## config.mk

```make
export PLATFORM = sky130hd
export DESIGN_NAME = wb_select_stage
export DESIGN_NICKNAME = d
export VERILOG_FILES = /design/src/rtl/wb_select_stage.sv
export SDC_FILE = /design/constraint.sdc
export NUM_CORES = 1
export LEC_CHECK = 0
export ABC_AREA = 1
export BUFFER_PORTS_ARGS = -buffer_cell sky130_fd_sc_hd__buf_2
export CORE_AREA = 5 5 76 78
export CTS_CLUSTER_SIZE = 30
export DETAILED_ROUTE_END_ITERATION = 16
export DIE_AREA = 0 0 81 83
export MAX_ROUTING_LAYER = met4
export PLACE_DENSITY = 0.9
export SETUP_SLACK_MARGIN = 0.2
export SLEW_MARGIN = 5
export SYNTH_ARGS = -nofsm -noshare
export SYNTH_HDL_FRONTEND = slang
export SYNTH_SLANG_ARGS = --single-unit
```

## constraint.sdc

```tcl
create_clock -name clk -period 3.5 [get_ports clk]
set_clock_uncertainty 0.2 [all_clocks]
set_input_delay 0.35 -clock clk [delete_from_list [all_inputs] [get_ports clk]]
set_output_delay 0.35 -clock clk [all_outputs]
set_load 0.03 [all_outputs]
```

## src/rtl/wb_select_stage.sv

```systemverilog
// Writeback-stage register and result selector for the 16-bit core, with retire counter.
// Optional WB_ERR_EN: flags OutSel=7 as illegal and suppresses its write.
module wb_select_stage #(
  parameter int DW   = 16,
  parameter int RW   = 3,
  parameter int CNTW = 16
) (
  input  logic            clk,
  input  logic            rst,
  input  logic            stall,
  input  logic            flush,
  input  logic            in_valid,
  input  logic [2:0]      OutSel,
  input  logic            mem_to_reg,
  input  logic            reg_write,
  input  logic [RW-1:0]   wr_reg_in,
  input  logic [DW-1:0]   alu_out,
  input  logic [DW-1:0]   mem_data,
  input  logic [DW-1:0]   pc_plus2,
  input  logic [DW-1:0]   rs_data,
  input  logic [DW-1:0]   imm,
  input  logic            halt_in,
  output logic [DW-1:0]   wr_data,
  output logic [RW-1:0]   wr_reg,
  output logic            wr_en,
  output logic            out_valid,
  output logic            halt,
  output logic [CNTW-1:0] retire_cnt,
  output logic            err
);

  logic [DW-1:0]   w_btr;
  logic [DW-1:0]   w_sel;
  logic [DW-1:0]   w_data_ld;
  logic            w_en_ld;
  logic [DW-1:0]   r_wr_data;
  logic [RW-1:0]   r_wr_reg;
  logic            r_wr_en;
  logic            r_out_valid;
  logic            r_halt;
  logic [CNTW-1:0] r_retire_cnt;

  always_comb begin
    w_btr = '0;
    for (int unsigned i = 0; i < DW; i++) begin
      w_btr[i] = rs_data[DW-1-i];
    end
  end

  always_comb begin
    w_sel = '0;
    case (OutSel)
      3'd0:    w_sel = w_btr;
      3'd1:    w_sel = {{(DW-1){1'b0}}, 1'b1};
      3'd2:    w_sel = '0;
      3'd3:    w_sel = pc_plus2;
      3'd4:    w_sel = imm;
      3'd5:    w_sel = {rs_data[7:0], imm[7:0]};
      default: w_sel = mem_to_reg ? mem_data : alu_out;
    endcase
  end

`ifdef WB_ERR_EN
  logic w_illegal;
  logic r_err;

  assign w_illegal = (OutSel == 3'd7);
  assign w_data_ld = w_illegal ? '0 : w_sel;
  assign w_en_ld   = in_valid & reg_write & ~halt_in & ~w_illegal;

  always_ff @(posedge clk) begin
    if (rst) begin
      r_err <= 1'b0;
    end else if (!flush && !stall && in_valid && w_illegal) begin
      r_err <= 1'b1;
    end
  end

  assign err = r_err;
`else
  assign w_data_ld = w_sel;
  assign w_en_ld   = in_valid & reg_write & ~halt_in;
  assign err       = 1'b0;
`endif

  // A flush still captures the selected data/address so the bubble contents are deterministic.
  always_ff @(posedge clk) begin
    if (rst) begin
      r_wr_data    <= '0;
      r_wr_reg     <= '0;
      r_wr_en      <= 1'b0;
      r_out_valid  <= 1'b0;
      r_halt       <= 1'b0;
      r_retire_cnt <= '0;
    end else if (flush) begin
      r_wr_data    <= w_data_ld;
      r_wr_reg     <= wr_reg_in;
      r_wr_en      <= 1'b0;
      r_out_valid  <= 1'b0;
    end else if (!stall) begin
      r_wr_data    <= w_data_ld;
      r_wr_reg     <= wr_reg_in;
      r_wr_en      <= w_en_ld;
      r_out_valid  <= in_valid;
      if (in_valid) begin
        r_retire_cnt <= r_retire_cnt + 1'b1;
        if (halt_in) begin
          r_halt <= 1'b1;
        end
      end
    end
  end

  assign wr_data    = r_wr_data;
  assign wr_reg     = r_wr_reg;
  assign wr_en      = r_wr_en;
  assign out_valid  = r_out_valid;
  assign halt       = r_halt;
  assign retire_cnt = r_retire_cnt;

endmodule

```

# [After elaboration in Yosys (flattened, before gate mapping)]
# Index checks and enable logic that the tools add are counted.
[classes] n_eq_ne=6 bitwise_logic=5 reduce_logical=4 mux=6 addsub=1
[ops] op="$pmux W16 S6" count=1
[ops] op="$mux W16" count=3
[ops] op="$add A16 B1 Y16 const B" count=1
[ops] op="$eq A3 B2 Y1 const B" count=2
[ops] op="$eq A3 B3 Y1 const B" count=2
[ops] op="$mux W3" count=2
[ops] op="$reduce_and A4 Y1" count=1
[ops] op="$eq A3 B1 Y1 const B" count=1
[ops] op="$logic_not A3 Y1" count=1
[ops] op="$not A1 Y1" count=3
[ops] op="$reduce_and A3 Y1" count=1
[ops] op="$and A1 B1 Y1" count=2
[ops] op="$ne A2 B1 Y1 const B" count=1
[ops] op="$reduce_or A2 Y1" count=1
[word_totals] regBits=38 input_bits=94 wordCells=28

# [Logic depth before layout (Yosys ltp)]
# Gate-level depths: netlist of the first run.
[logic_depth] depth_word=4 mapped_depth=8 depth_no_buf=8

# [Worst setup path after synthesis of the first run]
# Ideal clock, no wire load.
[synth_path] path_type="reg2reg" start="reg r_retire_cnt[0] (netlist: retire_cnt[0])" end="reg r_retire_cnt[12] (netlist: retire_cnt[12])" stages_incl_launch_ff=9 synth_period_minus_slack_ps=1782 required_time_ps=3186 path_buffers=0 arrival_time_ps=1469 setup_slack_ps=1718 cell_sequence="dfxtp_1 -> ha_1 -> nand2_1 -> nor2_1 -> nand4_1 -> nor2_1 -> nand2_1 -> nand2_1 -> nor2_1"
[synth_between] elab_chain_cells=1
[synth_rtl] element="start: declaration" line_no="41" text="logic [CNTW-1:0] r_retire_cnt;"
[synth_rtl] element="start signal: assignment" line_no="106" text="r_retire_cnt <= r_retire_cnt + 1'b1;"
[synth_rtl] element="$add A16 B1 Y16" line_no="106"
# No other way between the ends.
# A chain may end at the register's enable or synchronous reset.

# [Final worst setup path of the first run]
# Ends and elaborated chain as after synthesis.

==> flow_metrics.env, run 1 <==
export IMPL_clkTransAtPathRegs_ps=70
export IMPL_clk_latency_ps=280
export IMPL_synthesis_area_mm2=0.00226
export IMPL_cp_depth=8
export IMPL_cap_viol_max_count=0
export IMPL_synth_mux_area_share_pct=0
export IMPL_root_buffer="clkbuf_8"
export IMPL_dieArea_mm2=0.00672
export IMPL_first_pass_iters=5
export IMPL_synth_adder_area_share_pct=0.553
export IMPL_worst_path_max_delay_cell="dfxtp_1"
export IMPL_switchingPower_mw=0.291
export IMPL_reg2reg_from="retire_cnt[0]"
export IMPL_vias=2891
export IMPL_utilization_pct=60.1
export IMPL_synth_edf_count=0
export IMPL_boundaryPins=133
export IMPL_r2r_slack_ps=1700
export IMPL_critical_path_max_stage_delay_ps=470
export IMPL_power_share_switching_pct=29.7
export IMPL_endpoint="retire_cnt[12]"
export IMPL_die_h_um=83
export IMPL_ir_worst_vdd_mv=0.164
export IMPL_fin_nets=586
export IMPL_synthXorXnorAreaFrac_pct=0.387
export IMPL_yosys_top_cells_count="nand2_1, nor2_1, o21ai_0"
export IMPL_synth_top_area_share_pct=33.6
export IMPL_hold_viol_final=0
export IMPL_yosysSeqAreaShare_pct=33.6
export IMPL_slew_headroom_pct=56.0
export IMPL_fp_coreArea_mm2=0.00501
export IMPL_track_usage_pct=23.0
export IMPL_required_ps=3480
export IMPL_cts_tree="done"
export IMPL_synth_compound_area_share_pct=22.6
export IMPL_worstSetupPathType="flip-flop to flip-flop"
export IMPL_post_synth_num_cell_types=25
export IMPL_reg2reg_to="retire_cnt[12]"
export IMPL_grt_pass1_wl_mm=12.1
export IMPL_synth_top_family_by_area="simple AND/OR/NAND/NOR gates"
export IMPL_synthCells=367
export IMPL_post_cts_setup_buffers=0
export IMPL_fillers=483
export IMPL_drt_iter0_markers=166
export IMPL_io_buffer_count=131
export IMPL_clkPwrFrac_pct=29.7
export IMPL_slew_viol_final=0
export IMPL_start_kind="flip-flop"
export IMPL_postRouteAntennaNets=0
export IMPL_end_kind="flip-flop"
export IMPL_setup_violations=0
export IMPL_crit_family="simple AND/OR/NAND/NOR gates"
export IMPL_clock_sinks=38
export IMPL_cp_num_buf_inv=0
export IMPL_hold_class="input pin to flip-flop"
export IMPL_first_global_vias=2733
export IMPL_crit_arrival_ps=1780
export IMPL_remaining_drc_errors=0
export IMPL_wl_per_cell_um=13.2
export IMPL_p_comb_share_pct=22.9
export IMPL_gp_congestion=0.987
export IMPL_timing_final_crit_share_pct=51.3
export IMPL_rsz0062_at_grt="false"
export IMPL_max_freq_ghz=0.557
export IMPL_met2_length_mm=3.55
export IMPL_ys_ff_latch=38
export IMPL_cts_max_level=2
export IMPL_synth_most_common_cell="nand2_1"
export IMPL_viasPerCell=5.16
export IMPL_yosys_area_top_type="dfxtp_1"
export IMPL_antennaDiodeCount=0
export IMPL_wl_mm=7.40
export IMPL_tightest_slew_ps=660
export IMPL_dr_wl_met3_um=611
export IMPL_cts_buffers=5
export IMPL_power_leakage_nw=1.45
export IMPL_clockBufferDepth=2
export IMPL_dpl_hpwl_mm=5.95
export IMPL_synth_flop_cell="dfxtp_1"
export IMPL_initial_core_util_pct=45.2
export IMPL_die_w_um=81
export IMPL_cellPowerDensity_mw_per_mm2=325
export IMPL_grt_max_degree=29
export IMPL_m1WireLength_mm=3.01
export IMPL_cts_repair_resized=0
export IMPL_path_cells="ha_1 -> nand2_1 -> nor2_1 -> nand4_1 -> nor2_1 -> nand2_1 -> nand2_1 -> nor2_1"
export IMPL_internal_power_mw=0.688
export IMPL_rows=26
export IMPL_pwr_share_seq_pct=47.4
export IMPL_period_needed_ps=1800
export IMPL_ys_warnings_count=0
export IMPL_overflow=0
export IMPL_finalSetupTns_ps=0
export IMPL_top_layer="met4"
export IMPL_synthSimpleGateAreaFrac_pct=34.0
export IMPL_synth_area_leaders="dfxtp_1, nand2_1, o21ai_0, a21oi_1, nor2_1"
export IMPL_startpoint="retire_cnt[0]"
export IMPL_antenna_found_initial=0
export IMPL_synthArstFlopShare_pct=0
export IMPL_final_layout_size_suffix_gt1_share_pct=29.8
export IMPL_cp_max_fo=8
export IMPL_area_growth_pct=33.1
export IMPL_status="finished, final reports clean"
export IMPL_holdBufCountCts=0
export IMPL_syn_nets=462
export IMPL_r2r_cells=8
export IMPL_p_total_mw=0.979
export IMPL_synth_area_per_cell_um2=6.16
-- stage by stage --
stage / setup slack, ps / hold WS, ps / instances / instance area [um2]
2_1_floorplan: 1720 / 286 / 367 / 2260
3_3_place_gp: 1670 / 246 / 554 / 2930
3_5_place_dp: 1580 / 255 / 554 / 2930
4_1_cts: 1730 / 104 / 560 / 3010
5_1_grt: 1560 / 119 / 560 / 3010
6_report: 1700 / 118 / 560 / 3010
-- power by group through the flow --
stage	sequential (mW)	combinational [mW]	clock, mW
finish	0.464	0.225	0.290
global route	0.466	0.248	0.320
CTS	0.464	0.224	0.299
detailed placement	0.473	0.224	0
global placement	0.473	0.220	0
floorplan	0.512	0.0907	0
-- area by class of cell --
type / count / area, um2 / area share, %
Sequential cell: 38 / 761 / 25.3
Timing Repair Buffer: 132 / 663 / 22.0
Multi-Input combinational cell: 284 / 1300 / 43.3
Inverter: 30 / 113 / 3.74
Clock buffer: 6 / 82.6 / 2.74
Tap cell: 70 / 87.6 / 2.91
-- layer usage --
metal | track usage (%) | up-vias
met5 | - | -
met4 | 8.29 | 0
met3 | 3.68 | 21
met2 | 36.9 | 155
met1 | 28.9 | 1261
li1 | - | 1454
-- worst min-delay path by stage --
stage / from / cells past startpoint / end
after detailed placement: out_valid / 2 / out_valid
after CTS: halt_in / 3 / halt
after global routing: halt_in / 3 / halt
after global placement: out_valid / 2 / out_valid
after floorplan: stall / 2 / wr_en
final: wr_reg_in[2] / 3 / wr_reg[2]
-- layout by cell type (no fill, tap or decap) --
master	count
inv_2	1
nor2_2	1
a41oi_1	8
clkbuf_8	6
conb_1	1
or2_2	1
nor2_1	52
buf_2	131
o21a_1	1
buf_4	1
dfxtp_1	38
nand4_1	4
ha_1	1
nand2_1	103
nand2_2	1
o21ai_1	2
a21oi_1	40
nor2_4	3
inv_1	29
xor2_1	1
o21bai_1	1
nand3_1	20
o21ai_0	43
or3b_2	1
-- kinds of logic (layout without fill, tap and decap cells) --
| group | count (synthesis) | after routing |
|---|---|---|
| buffers and inverters | 45 | 168 |
| xor gates and xnor gates | 1 | 1 |
| and+or+nand+nor | 186 | 186 |
| AOI/OAI and AO/OA | 95 | 95 |
| adders and majority gates | 1 | 1 |
| other | 1 | 1 |
| DFF | 38 | 38 |
-- tightest hold or removal path: stages --
cell	delay, ps
buf_2	80
o21ai_0	70
nor2_1	70
Note: power is estimated with default switching activity, not from simulation.
==> run 2: changes to the inputs <==
--- a/config.mk
+++ b/config.mk
@@ -7,12 +7,12 @@
 export LEC_CHECK = 0
 export ABC_AREA = 1
 export BUFFER_PORTS_ARGS = -buffer_cell sky130_fd_sc_hd__buf_2
-export CORE_AREA = 5 5 76 78
+export CORE_AREA = 5 5 82 84
 export CTS_CLUSTER_SIZE = 30
 export DETAILED_ROUTE_END_ITERATION = 16
-export DIE_AREA = 0 0 81 83
+export DIE_AREA = 0 0 87 89
 export MAX_ROUTING_LAYER = met4
-export PLACE_DENSITY = 0.9
+export PLACE_DENSITY = 0.82
 export SETUP_SLACK_MARGIN = 0.2
 export SLEW_MARGIN = 5
 export SYNTH_ARGS = -nofsm -noshare
==> constraint.sdc (replaced) <==
create_clock -name clk -period 1.5 [get_ports clk]
set_clock_uncertainty 0.2 [all_clocks]
set_input_delay 0.15 -clock clk [delete_from_list [all_inputs] [get_ports clk]]
set_output_delay 0.15 -clock clk [all_outputs]
set_load 0.03 [all_outputs]
==> flow_metrics.env, run 2 (synthesis gave the netlist of run 1 again) <==
export IMPL_max_freq_ghz=0.658
export IMPL_stdcell_area_mm2=0.00374
export IMPL_first_pass_iters=5
export IMPL_hold_class="input pin to flip-flop"
export IMPL_power_leakage_nw=1.79
export IMPL_cts_max_level=2
export IMPL_utilization_pct=63.9
export IMPL_io_buffer_count=131
export IMPL_grt_pass1_wl_mm=14.3
export IMPL_tightest_slew_ps=573
export IMPL_vias=3177
export IMPL_multiInputGateArea_mm2=0.00141
export IMPL_remaining_drc_errors=0
export IMPL_postRouteAntennaNets=0
export IMPL_cts_buffers=5
export IMPL_worstSetupPathType="flip-flop to flip-flop"
export IMPL_regArea_um2=812
export IMPL_rsz0062_at_grt="true"
export IMPL_clockBufferDepth=2
export IMPL_status="complete, but fails checks"
export IMPL_wl_per_cell_um=14.2
export IMPL_crit_arrival_ps=1490
export IMPL_rows=28
export IMPL_viasPerCell=5.10
export IMPL_antenna_found_initial=0
export IMPL_cellPowerDensity_mw_per_mm2=683
export IMPL_start_kind="flip-flop"
export IMPL_violations="negative setup slack"
export IMPL_die_h_um=89
export IMPL_area_growth_pct=65.2
export IMPL_fin_nets=642
export IMPL_end_kind="flip-flop"
export IMPL_grt_max_degree=20
export IMPL_cp_max_fo=5
export IMPL_cts_tree="done"
export IMPL_first_global_vias=3299
export IMPL_ir_worst_vdd_mv=0.454
export IMPL_drt_iter0_markers=129
export IMPL_root_buffer="clkbuf_8"
export IMPL_boundaryPins=133
export IMPL_place_area_mm2=0.00309
export IMPL_hold_viol_final=0
export IMPL_fillers=496
export IMPL_p_total_mw=2.55
export IMPL_clk_latency_ps=300
export IMPL_clkTransAtPathRegs_ps=80
export IMPL_setup_violations=4
export IMPL_fp_coreArea_mm2=0.00585
export IMPL_final_cell_mix="buf_2, nand2_1, nor2_1, o21ai_0, a21oi_1"
export IMPL_die_w_um=87
export IMPL_slew_headroom_pct=61.7
export IMPL_clock_sinks=38
export IMPL_antennaDiodeCount=0
export IMPL_dpl_hpwl_mm=6.15
export IMPL_timing_final_crit_share_pct=101
export IMPL_dieArea_mm2=0.00774
export IMPL_cap_viol_max_count=0
export IMPL_slew_viol_final=0
export IMPL_required_ps=1470
export IMPL_overflow=0
export IMPL_fin_ws_ps=-19.9
export IMPL_initial_core_util_pct=38.7
export IMPL_period_needed_ps=1520
export IMPL_track_usage_pct=23.8
export IMPL_gp_congestion=0.883
export IMPL_final_layout_size_suffix_gt1_share_pct=37.8
export IMPL_wl_mm=8.84
export IMPL_final_common_cell="buf_2"
## run 2: cell type report
cell class / count / share of cell area [%]
clock buffer: 6 / 1.94
clock inverter: 2 / 0.904
inverter: 30 / 3.01
multi-input combinational: 284 / 37.7
sequential: 38 / 21.7
tap: 75 / 2.51
timing repair buffer: 188 / 32.2
## run 2: final timing paths
| kind | cells after the start | start | slack, ps | to |
|---|---|---|---|---|
| max | 7 | retire_cnt[4] | -20 | retire_cnt[14] |
| min | 5 | pc_plus2[8] | 30 | wr_data[8] |
| max reg2reg | 7 | retire_cnt[4] | -20 | retire_cnt[14] |
| min reg2reg | 1 | retire_cnt[0] | 260 | retire_cnt[0] |
## run 2: worst max-delay path, cell delays in order (launching register included)
cell and delay, ps:
dfxtp_4 370, nand2_4 80, nor2_1 180, nand4_1 240, nor2_1 150, nand2_1 70, nand2_1 60, nor2_1 30
## run 2: report_power, final
part / internal, mW / leakage (nW) / switching (mW) / total, mW
logic: 0.277 / 1.41 / 0.360 / 0.637
clock network: 0.491 / 0.0528 / 0.365 / 0.857
registers: 1.03 / 0.322 / 0.0244 / 1.06
total: 1.80 / 1.79 / 0.750 / 2.55
## run 2: metrics by stage
stage | std cells | hold slack [ps] | setup TNS (ps) | setup WS, ps
6_report | 623 | 34.0 | -62.0 | -19.9
2_1_floorplan | 367 | 86.0 | 0 | 4.71
3_3_place_gp | 570 | 201 | 0 | 26.2
4_1_cts | 621 | 22.9 | -16.8 | -16.8
3_5_place_dp | 570 | 215 | -67.0 | -60.7
5_1_grt | 623 | 46.4 | -678 | -157
## run 2: per-layer routing
layer / global-route usage (%) / vias to the layer above / wire length [um]
met5: - / - / 0
met4: 10.1 / 0 / 320
met3: 5.07 / 27 / 637
met2: 42.6 / 153 / 4490
met1: 25.5 / 1430 / 3390
li1: - / 1567 / -
## run 2: what timing repair did
action	in CTS	in global routing
hold buffers	32	1
gates resized for setup	24	14
gates cloned	0	0
pin swaps	11	7
setup endpoints to repair	10	18
endpoints found under the hold margin	20	2
setup buffers	11	2
